--- src/rtl/adder_chk_pkg.sv ---
// Shared types and constants for the adder response checker.
// The signature feature is only compiled when ADDER_CHK_MISR_EN is defined.
package adder_chk_pkg;

    typedef enum logic [1:0] {
        IDLE = 2'd0,
        RUN  = 2'd1,
        DONE = 2'd2
    } state_e;

    localparam logic [15:0] MISR_POLY = 16'h1021;
    localparam logic [15:0] MISR_SEED = 16'hFFFF;

    // One MISR step: shift, fold the feedback polynomial, then mix in new data.
    function automatic logic [15:0] misr_step(input logic [15:0] sig, input logic [15:0] data);
        return {sig[14:0], 1'b0} ^ (sig[15] ? MISR_POLY : 16'h0000) ^ data;
    endfunction

endpackage

--- src/rtl/adder_chk_misr.sv ---
// 16-bit multiple-input signature register compressing the DUT responses.
// Instantiated only when ADDER_CHK_MISR_EN is defined.
module adder_chk_misr
    import adder_chk_pkg::*;
(
    input  logic        i_clk,
    input  logic        i_rst_n,
    input  logic        i_seed,
    input  logic        i_en,
    input  logic [15:0] i_data,
    output logic [15:0] o_sig
);

    logic [15:0] r_sig;

    // Seed has priority so a restart never folds the discarded sample in.
    always_ff @(posedge i_clk or negedge i_rst_n) begin
        if (!i_rst_n) begin
            r_sig <= MISR_SEED;
        end else if (i_seed) begin
            r_sig <= MISR_SEED;
        end else if (i_en) begin
            r_sig <= misr_step(r_sig, i_data);
        end
    end

    assign o_sig = r_sig;

endmodule

--- config.mk ---
export PLATFORM = sky130hd
export DESIGN_NAME = adder_chk_misr
export DESIGN_NICKNAME = d
export VERILOG_FILES = /design/src/rtl/adder_chk_pkg.sv /design/src/rtl/adder_chk_misr.sv
export SDC_FILE = /design/constraint.sdc
export NUM_CORES = 1
export LEC_CHECK = 0
export ABC_AREA = 0
export CAP_MARGIN = 20
export CORE_MARGIN = 3
export CORE_UTILIZATION = 41
export CTS_CLUSTER_SIZE = 12
export DETAILED_ROUTE_END_ITERATION = 8
export PLACE_DENSITY_LB_ADDON = 0.3
export SLEW_MARGIN = 30
export SYNTH_ARGS = -nofsm -noshare
export SYNTH_HDL_FRONTEND = slang
export SYNTH_SLANG_ARGS = --single-unit
export TNS_END_PERCENT = 20
--- constraint.sdc ---
create_clock -name i_clk -period 1.5 [get_ports i_clk]
set_clock_uncertainty 0.05 [all_clocks]
set_input_delay 0.3 -clock i_clk [delete_from_list [all_inputs] [get_ports i_clk]]
set_output_delay 0.3 -clock i_clk [all_outputs]
set_load 0.01 [all_outputs]
==> impl_metrics.tcl, run 1 <==
set metrics [dict create \
    viasPerCell 4.87 \
    areaGrowthSynthToFinish_pct 49.1 \
    crit_type "reg2out" \
    cts_buffer_depth 2 \
    crit_family "flip-flops" \
    min_period_over_period_pct 98.4 \
    ant_nets 0 \
    holdCritPathClass "in2async" \
    routed_wl_um 1720 \
    drive_above_1_share_pct 24.3 \
    cts_tree "built" \
    yosysTopAreaCell "dfstp_2" \
    cts.sinks 16 \
    yosys_register_bits 16 \
    finalHoldViolCount 0 \
    path_cells "dlygate4sd2_1" \
    fmax_mhz 678 \
    slew_headroom_pct 86.7 \
    rsz0062_at_grt "no" \
    overflow 0 \
    avgSynthCellArea_um2 12.4 \
    place_congestion 0.692 \
    critPathSlowestCell "dfstp_2" \
    final_nets 128 \
    path_clk_slew_ns 0.10 \
    layout_setup_ws_ns 0.0246 \
    num_vias 643 \
    drc 0 \
    slowest_delay_ns 0.56 \
    grt_max_degree 33 \
    die_height_um 51.7 \
    rr_worst_depth 3 \
    portBuffers 35 \
    drtPass1Iterations 4 \
    place_inst 127 \
    outcome "complete, no violations" \
    crit_buf_inv 1 \
    grt_usage_pct 14.2 \
    maxCapViolCount 0 \
    n_antenna_cell 0 \
    netlist_area_um2 856 \
    antenna_found_initial 0 \
    dpl.hpwl_um 1250 \
    instances_no_fill 132 \
    clockRootBuffer "clkbuf_4" \
    synthArstFlopShare_pct 100 \
    synth_edf_count 0 \
    netlist.area_leader.share_pct 49.1 \
    final.min_clock_period_ns 1.48 \
    grt_pass1_wl_um 2820 \
    initial_core_util_pct 46.5 \
    r2r_end "o_sig[12]" \
    r2r_start "o_sig[15]" \
    row_count 15 \
    powerDensity_nw_per_um2 856 \
    synth_commonest_cells "a211o_1 (16), dfstp_2 (16), nor2b_1 (15)" \
    post-place-ws_ns 0.0326 \
    coreArea_um2 1840 \
    wire_per_inst_um 13.0 \
    leakagePower_uw 0.000531 \
    finalMaxSlewViolations 0 \
    total_power_uw 1090 \
    clkLatencyLatePin_ns 0.29 \
    ys.warnings.count 0 \
    ys.flop_type "dfstp_2" \
    cp-start-kind "flip-flop" \
    netlist_instances 69 \
    tightest_slew_ns 0.200 \
    regToRegSetupSlack_ns 0.07 \
    path_max_fanout 3 \
    peakVddDrop_mv 0.470 \
    largest_register_ffs 16 \
    setup_violations 0 \
    htreeDepth 1 \
    fin_tns_setup_ns 0 \
    first_global_vias 652 \
    syn_nets 89 \
    crit_required_ns 1.15 \
    synth_cell_types 8 \
    endpoint_kind "primary output" \
    ioPinCount 36 \
    yosys-top-cells-area "dfstp_2 (49%), a211o_1 (16%), xor2_1 (14%), nor2b_1 (11%), xor3_1 (5.6%)" \
    drtIter0Drc 5 \
    die_w_um 51.7 \
    holdWs_ns 0.483 \
    die-area_um2 2670 \
    seq_area_frac_synth_pct 49.1 \
    cts_made_buffers 3 \
    worstPathArrival_ns 1.13 \
]
[per-stage QoR]
step / utilization [%] / instance area (um^2)
finish: 69.4 / 1280
global route: 69.4 / 1280
CTS: 68.9 / 1270
detailed placement: 68.0 / 1250
global placement: 68.0 / 1250
floorplan: - / 856
[layout make-up]
cell class	instances	area, um^2
repair buffers	39	375
flip-flops and latches	16	420
clock buffers	4	36.3
multi-input cells	48	413
well taps	25	31.3
fillers	156	563
[cell usage in the layout, fill, tap and decap left out, drive strengths merged]
cell	netlist	routed
clkdlybuf4s50	0	19
a211o	16	16
dfstp	16	16
nor2b	16	16
xor2	14	14
dlygate4sd2	0	10
clkdlybuf4s15	0	5
clkbuf	2	5
buf	3	4
xor3	2	2
[layer usage]
layer	track usage, %	vias to the layer above	wire [um]
li1	-	315	-
met1	16.9	304	709
met2	24.4	20	883
met3	3.15	4	98
met4	6.55	0	29
met5	0	-	0
[how the worst max path moves through the flow]
stage / slack (ns) / startpoint / end / cells past startpoint
floorplan: 0.10 / o_sig[15] / o_sig[5] / 2
global placement: 0.04 / o_sig[15] / o_sig[15] / 1
detailed placement: 0.03 / o_sig[15] / o_sig[15] / 1
CTS: 0.001 / o_sig[15] / o_sig[15] / 1
global route: 0.0008 / o_sig[3] / o_sig[3] / 1
finish: 0.02 / o_sig[4] / o_sig[4] / 1
[power by group]
group          internal (uW)  switching [uW]
clock                    148             135
combinational            172             109
sequential               496            31.9
[cell families after synthesis]
| group | count (synthesis) | share of synthesized area [%] |
|---|---|---|
| AOI/OAI and AO/OA | 16 | 16.4 |
| xor gates and xnor gates | 16 | 19.9 |
| DFF | 16 | 49.1 |
| and+or+nand+nor | 16 | 12.0 |
| buffers and inverters | 5 | 2.63 |
[repair_timing]
item                       CTS  global route
setup endpoints to repair   16             6
setup buffers                0             1
hold endpoints to repair     0             0
hold buffers                 0             0
gates resized for setup     17             6
(Power assumes the default switching activity.)
==> inputs of run 2 (changes only) <==
--- a/config.mk
+++ b/config.mk
@@ -8,7 +8,7 @@
 export ABC_AREA = 0
 export CAP_MARGIN = 20
 export CORE_MARGIN = 3
-export CORE_UTILIZATION = 41
+export CORE_UTILIZATION = 37
 export CTS_CLUSTER_SIZE = 12
 export DETAILED_ROUTE_END_ITERATION = 8
 export PLACE_DENSITY_LB_ADDON = 0.3
==> constraint.sdc (replaced) <==
create_clock -name i_clk -period 1.18 [get_ports i_clk]
set_clock_uncertainty 0.05 [all_clocks]
set_input_delay 0.236 -clock i_clk [delete_from_list [all_inputs] [get_ports i_clk]]
set_output_delay 0.236 -clock i_clk [all_outputs]
set_load 0.01 [all_outputs]
==> run 2 against run 1 <==
The run now ends with setup timing left; utilization decreased by 1.2 points; setup slack got worse by 0.16 ns; count of clock-buffer cells in the layout decreased by 1; clock power decreased by 6%; critical path type is now reg2reg.
==> impl_metrics.tcl, run 2 (synthesis results as in run 1) <==
set metrics [dict create \
    outcome "complete, but fails checks" \
    violations "setup timing" \
    rsz0062_at_grt "yes" \
    antenna_found_initial 0 \
    fmax_mhz 758 \
    path_clk_slew_ns 0.08 \
    holdCritPathClass "in2reg" \
    clockRootBuffer "clkbuf_4" \
    final_nets 145 \
    critPathSlowestCell "dfstp_2" \
    worstPathArrival_ns 1.47 \
    drtIter0Drc 7 \
    die_w_um 54.1 \
    routed_wl_um 1810 \
    die-area_um2 2930 \
    slowest_delay_ns 0.55 \
    die_height_um 54.1 \
    endpoint_kind "flip-flop" \
    layout_setup_ws_ns -0.140 \
    first_global_vias 696 \
    clkLatencyLatePin_ns 0.27 \
    viasPerCell 4.61 \
    finalMaxSlewViolations 0 \
    peakVddDrop_mv 0.617 \
    cts_made_buffers 3 \
    drc 0 \
    largest_register_ffs 16 \
    powerDensity_nw_per_um2 985 \
    met1_usage_pct 17.5 \
    cts_buffer_depth 2 \
    wire_per_inst_um 12.0 \
    met2_usage_pct 23.8 \
    fin_util_pct 68.2 \
    num_vias 692 \
    grt_busiest_layer "met2" \
    row_count 16 \
    final_common_cell "buf_4" \
    finalHoldViolCount 0 \
    path_max_fanout 3 \
    areaGrowthSynthToFinish_pct 65.9 \
    slew_headroom_pct 86.6 \
    ant_nets 0 \
    n_antenna_cell 0 \
    setup_violations 18 \
    grtUsageMet3_pct 2.49 \
    initial_core_util_pct 41.1 \
    post-place-ws_ns -0.349 \
    maxCapViolCount 0 \
    overflow 0 \
    ioPinCount 36 \
    path_cells "buf_4, xor3_1, a211o_1" \
    cp-start-kind "flip-flop" \
    fin_tns_setup_ns -0.621 \
    grt_max_degree 33 \
    crit_required_ns 1.33 \
    min_period_over_period_pct 112 \
    cts_tree "built" \
    cts.sinks 16 \
    drive_above_1_share_pct 46.3 \
    final.min_clock_period_ns 1.32 \
    tightest_slew_ns 0.201 \
    leakagePower_uw 0.000637 \
    coreArea_um2 2080 \
    dpl.hpwl_um 1310 \
    portBuffers 35 \
    htreeDepth 1 \
    drtPass1Iterations 4 \
    grt_pass1_wl_um 2950 \
    grt_usage_pct 14.1 \
    regToRegSetupSlack_ns -0.14 \
    place_congestion 0.669 \
    final_cell_mix "buf_4 (20), clkdlybuf4s50_1 (18), a211o_1 (16), dfstp_2 (16), nor2b_1 (15)" \
    crit_type "reg2reg" \
]
[run 2: per-layer routing]
metal | vias to the layer above | wire (um)
met3 | 2 | 118
met2 | 24 | 911
met5 | - | 0
met4 | 0 | 8
li1 | 346 | -
met1 | 320 | 767
[run 2: through the flow]
step	hold WS (ns)	total power (uW)	std cells	instance area [um^2]
detailed placement	0.610	1120	144	1370
CTS	0.439	1430	150	1420
global placement	0.592	1120	144	1370
floorplan	0.0382	857	69	856
global route	0.447	1480	150	1420
finish	0.413	1400	150	1420
[run 2: final cells by class]
cell class,instances,area (um^2)
Sequential cell,16,420
Multi-Input combinational cell,48,413
Fill cell,167,662
Clock buffer,3,22.5
Timing Repair Buffer,56,531
Tap cell,27,33.8
[run 2: worst paths after layout]
check / to / start / depth (start not counted)
setup / recovery: o_sig[12] / o_sig[15] / 3
min in group asynchronous: o_sig[7] / i_rst_n / 2
setup reg to reg: o_sig[12] / o_sig[15] / 3
max in group asynchronous: o_sig[15] / i_rst_n / 2
hold / removal: o_sig[12] / i_en / 3
hold reg to reg: o_sig[4] / o_sig[4] / 2
[run 2: timing repair]
action	CTS	global route
pin swaps	1	1
hold buffers	0	0
buffers inserted	3	0
endpoints found under the setup margin	18	20
gates resized for setup	78	1
[run 2: report_power, final]
part           switching, uW  leakage [uW]  internal (uW)
Clock                    149     0.0000138            118
Sequential              35.1      0.000169            630
Combinational            163      0.000455            303
[run 2: worst max-delay path, delay by kind of cell, from the launching register on]
family                    cells  cell delay (ns)
AOI/OAI and AO/OA             1             0.26
xor gates and xnor gates      1             0.29
buffers and inverters         1             0.11
DFF                           1             0.55
